File: src/rtl/deserializer.sv
// Serial frame receiver: start(1), DATA_W payload bits, even parity, stop(0).
// Completed frames are checked one edge after the stop bit and delivered via a valid/ready holding register.
module deserializer #(
  parameter int unsigned DATA_W    = 8,
  parameter bit          LSB_FIRST = 1'b1
) (
  input  logic              t_clk,
  input  logic              rst,
  input  logic              data_in,
  output logic [DATA_W-1:0] data_out,
  output logic              out_valid,
  input  logic              out_ready,
  output logic              parity_err,
  output logic              frame_err,
  output logic              overrun,
  output logic              busy
);

  localparam logic [1:0] IDLE   = 2'd0;
  localparam logic [1:0] DATA   = 2'd1;
  localparam logic [1:0] PARITY = 2'd2;
  localparam logic [1:0] STOP   = 2'd3;

  localparam int unsigned CNT_W = $clog2(DATA_W + 1);

  logic [1:0]        state;
  logic [CNT_W-1:0]  bit_cnt;
  logic [DATA_W-1:0] shift_reg;
  logic              par_bad;
  logic              stop_bad;
  logic              done_q;
  logic              frame_good;
  logic              consume;

  assign busy       = (state != IDLE);
  assign frame_good = done_q && !par_bad && !stop_bad;
  assign consume    = out_valid && out_ready;

  always_ff @(posedge t_clk or posedge rst) begin
    if (rst) begin
      state     <= IDLE;
      bit_cnt   <= '0;
      shift_reg <= '0;
      par_bad   <= 1'b0;
      stop_bad  <= 1'b0;
      done_q    <= 1'b0;
    end else begin
      done_q <= (state == STOP);
      case (state)
        IDLE: begin
          if (data_in) begin
            state   <= DATA;
            bit_cnt <= '0;
          end
        end
        DATA: begin
          if (LSB_FIRST) shift_reg <= {data_in, shift_reg[DATA_W-1:1]};
          else           shift_reg <= {shift_reg[DATA_W-2:0], data_in};
          bit_cnt <= bit_cnt + 1'b1;
          if (bit_cnt == CNT_W'(DATA_W - 1)) state <= PARITY;
        end
        PARITY: begin
          par_bad <= (^shift_reg) ^ data_in;
          state   <= STOP;
        end
        STOP: begin
          stop_bad <= data_in;
          state    <= IDLE;
        end
        default: state <= IDLE;
      endcase
    end
  end

  // Delivery runs one edge behind the stop-bit sample, so shift_reg still holds
  // the finished word while a back-to-back start bit is being accepted.
  always_ff @(posedge t_clk or posedge rst) begin
    if (rst) begin
      data_out   <= '0;
      out_valid  <= 1'b0;
      parity_err <= 1'b0;
      frame_err  <= 1'b0;
      overrun    <= 1'b0;
    end else begin
      parity_err <= done_q && par_bad;
      frame_err  <= done_q && stop_bad;
      if (frame_good) begin
        if (!out_valid || out_ready) begin
          data_out  <= shift_reg;
          out_valid <= 1'b1;
        end else begin
          overrun <= 1'b1;
        end
      end else if (consume) begin
        out_valid <= 1'b0;
      end
    end
  end

endmodule

File: config.mk
export PLATFORM = sky130hd
export DESIGN_NAME = deserializer
export DESIGN_NICKNAME = d
export VERILOG_FILES = /design/src/rtl/deserializer.sv
export SDC_FILE = /design/constraint.sdc
export NUM_CORES = 1
export LEC_CHECK = 0
export CELL_PAD_IN_SITES_DETAIL_PLACEMENT = 1
export CELL_PAD_IN_SITES_GLOBAL_PLACEMENT = 2
export CORE_MARGIN = 2
export CORE_UTILIZATION = 33
export DETAILED_ROUTE_END_ITERATION = 10
export PLACE_DENSITY_LB_ADDON = 0.3
export SYNTH_ARGS = -nofsm -noshare
export SYNTH_HDL_FRONTEND = slang
export SYNTH_SLANG_ARGS = --single-unit
File: constraint.sdc
create_clock -name t_clk -period 1.5 [get_ports t_clk]
set_input_delay 0.15 -clock t_clk [delete_from_list [all_inputs] [get_ports t_clk]]
set_output_delay 0.15 -clock t_clk [all_outputs]
set_load 0.03 [all_outputs]
==> results.py <==
metrics = {
    "sta": {
        "fmax_mhz": 676,
        "grt_setup_unrepaired": "yes",
        "skew_ns": 0.00142,
        "worst_hold_slack_ns": 0.241,
        "hold_violations": 0,
        "slew_viol_final": 0,
        "fin_crit_ns": 1.48,
        "finalSetupViolations": 0,
        "fin_crit_sh_pct": 98.6,
        "slew_headroom_pct": 70.4,
        "fin_ws_ns": 0.0211,
        "worstMarginPinSlew_ns": 0.444,
    },
    "finish": {
        "final_nets": 139,
        "drive_gt1_share_pct": 39.7,
        "instances_no_fill": 179,
        "fillers": 419,
        "antenna_cells": 0,
        "syn_to_final_growth_pct": 35.2,
    },
    "power_and_ir_drop": {
        "ir_drop_mv": 0.884,
        "power_density_mw_per_mm2": 2470,
        "total_power_mw": 4.29,
        "leakage_nw": 0.843,
    },
    "global_route": {
        "grt_max_degree": 30,
        "grt_pass1_vias": 929,
        "antenna_found_initial": 0,
        "overflow": 0,
        "grt.total_usage_pct": 13.2,
        "grt_pass1_wl_um": 4220,
    },
    "placement": {
        "io_buffer_count": 16,
        "dp_hpwl_um": 1630,
        "dp_cells": 169,
        "gp_congestion": 0.684,
        "pre_cts_ws_ns": -0.153,
    },
    "worst_setup_path": {
        "cp.arrival_ns": 1.65,
        "r2r_slack_ns": 0.02,
        "cp.required_ns": 1.67,
        "cp.depth": 4,
        "r2r-end": "par_bad",
        "max_stage_delay_ns": 0.45,
        "path_delay_family": "XOR/XNOR gates",
        "reg2regPathDepth": 4,
        "cp-startpoint": "shift_reg[7]",
        "rr_startpoint": "shift_reg[7]",
        "worstSetupPathType": "reg -> reg",
        "crit_slowest_cell": "dfrtp_2",
        "critPathLaunchType": "flip-flop",
        "path_max_fanout": 4,
        "cp_cell_sequence": "xnor2_2 -> xnor3_1 -> xnor2_1 -> mux2_4",
        "path_buf_inv": 0,
        "crit_path_end_kind": "flip-flop",
    },
    "drt": {
        "drc": 0,
        "wl_per_cell_um": 13.3,
        "drtIter0Drc": 22,
        "vias_per_cell": 4.63,
        "drt_pre_antenna_iters": 4,
        "drt_wl_total_um": 2380,
        "postRouteAntennaNets": 0,
        "num_vias": 828,
    },
    "floorplan": {
        "rows": 22,
        "core-area_mm2": 0.00369,
        "die_area_mm2": 0.00440,
        "die_x_um": 66.4,
        "dieHeight_um": 66.4,
        "initial_utilization_pct": 34.8,
        "io_pins": 17,
    },
    "synth": {
        "ys.flop_type": "dfrtp_1",
        "syn_area_per_cell_um2": 13.5,
        "synthCells": 95,
        "synth-edff-count": 0,
        "synth_area_mm2": 0.00128,
        "synthArstFlopShare_pct": 100,
        "ys_ff_latch": 29,
        "synth_nets": 104,
        "yosysSeqAreaShare_pct": 56.5,
        "synth_warnings": 0,
        "synth_cell_types": 27,
    },
    "clocking": {
        "htreeDepth": 2,
        "cts-root-buf": "clkbuf_8",
        "numCtsBuffers": 5,
        "insertion_delay_ns": 0.28,
        "clock_path_buffers": 2,
        "cts_tree": "built",
        "clock-sinks": 29,
        "clkSlewWorstSetupHoldPaths_ns": 0.06,
    },
    "outcome": {
        "status": "finished, final reports clean",
    },
    "hold_path": {
        "hp-class": "in -> async",
    },
    "run": {
        "cap_violations": 0,
    },
}
## tightest hold or removal path: stages
cell and delay, ns:
clkdlybuf4s50_1 0.40, inv_1 0.05, buf_4 0.33
## final cells by class
class,instances,area [um2],share of cell area [%]
clock buffer,5,68.8,3.97
clock inverter,3,17.5,1.01
inverter,6,22.5,1.30
multi-input combinational,58,568,32.7
sequential,29,727,41.9
tap,48,60.1,3.46
timing repair buffer,30,272,15.6
## cell families after synthesis
family / after synthesis / share of synthesized area [%]
adder cells (fa/ha/maj): 5 / 4.87
AO/OA/AOI/OAI: 12 / 6.73
multiplexers: 20 / 17.7
buffers and inverters: 8 / 2.44
flip-flops: 29 / 56.5
AND/OR/NAND/NOR: 14 / 5.85
XOR/XNOR: 7 / 5.85
## metal layers
layer / global-route usage, % / vias to the layer above / part of all wire, %
met2: 20.9 / 24 / 46
met3: 4.26 / 7 / 5.5
met5: 0 / - / 0
met1: 15.4 / 402 / 46
li1: - / 395 / -
met4: 8.16 / 0 / 2.9
## through the flow
stage | setup TNS [ns] | utilization [%] | area (um2)
2_1_floorplan | 0 | - | 1280
3_3_place_gp | -0.290 | 42.9 | 1580
3_5_place_dp | -0.351 | 42.9 | 1580
4_1_cts | -0.0240 | 45.6 | 1680
5_1_grt | -0.0455 | 47.0 | 1740
6_report | 0 | 47.0 | 1740
## timing repair
action / CTS / global route
hold buffers: 0 / 0
endpoints found under the setup margin: 4 / 9
pin swaps: 0 / 2
setup buffers: 1 / 1
resized for setup: 2 / 14
## cells in the final DEF (no fill, tap or decap), types with 2 or more instances in the layout
| cell type | instances |
|---|---|
| ha_1 | 3 |
| xnor2_2 | 3 |
| xnor2_1 | 2 |
| clkdlybuf4s50_1 | 10 |
| o21ai_0 | 3 |
| dlymetal6s2s_1 | 4 |
| dfrtp_1 | 28 |
| nor2_1 | 2 |
| nand2_1 | 4 |
| clkinv_2 | 2 |
| mux2_2 | 18 |
| inv_1 | 5 |
| buf_4 | 15 |
| and2_1 | 3 |
| o21ai_2 | 2 |
| clkbuf_8 | 5 |
## power by group
| group | switching, mW | internal, mW | total (mW) | leakage (nW) |
|---|---|---|---|---|
| registers | 0.274 | 1.15 | 1.43 | 0.361 |
| logic | 0.967 | 1.27 | 2.24 | 0.438 |
| clock network | 0.310 | 0.319 | 0.629 | 0.0439 |
## cell usage after synthesis (2+ instances only)
master / number / area, um2
mux2_2: 18 / 203
xnor2_1: 5 / 43.8
nor2_1: 2 / 7.51
o21ai_0: 5 / 25.0
and2_1: 3 / 18.8
inv_1: 6 / 22.5
dfrtp_1: 29 / 726
ha_1: 5 / 62.6
nand2_1: 4 / 15.0
## worst max-delay path by stage
stage	slack (ns)	endpoint
2_1_floorplan	0.03	state[1]
6_report	0.02	par_bad
4_1_cts	-0.02	par_bad
3_5_place_dp	-0.15	par_bad
3_3_place_gp	-0.14	par_bad
5_1_grt	-0.04	par_bad
Note: power is estimated with default switching activity, not from simulation.
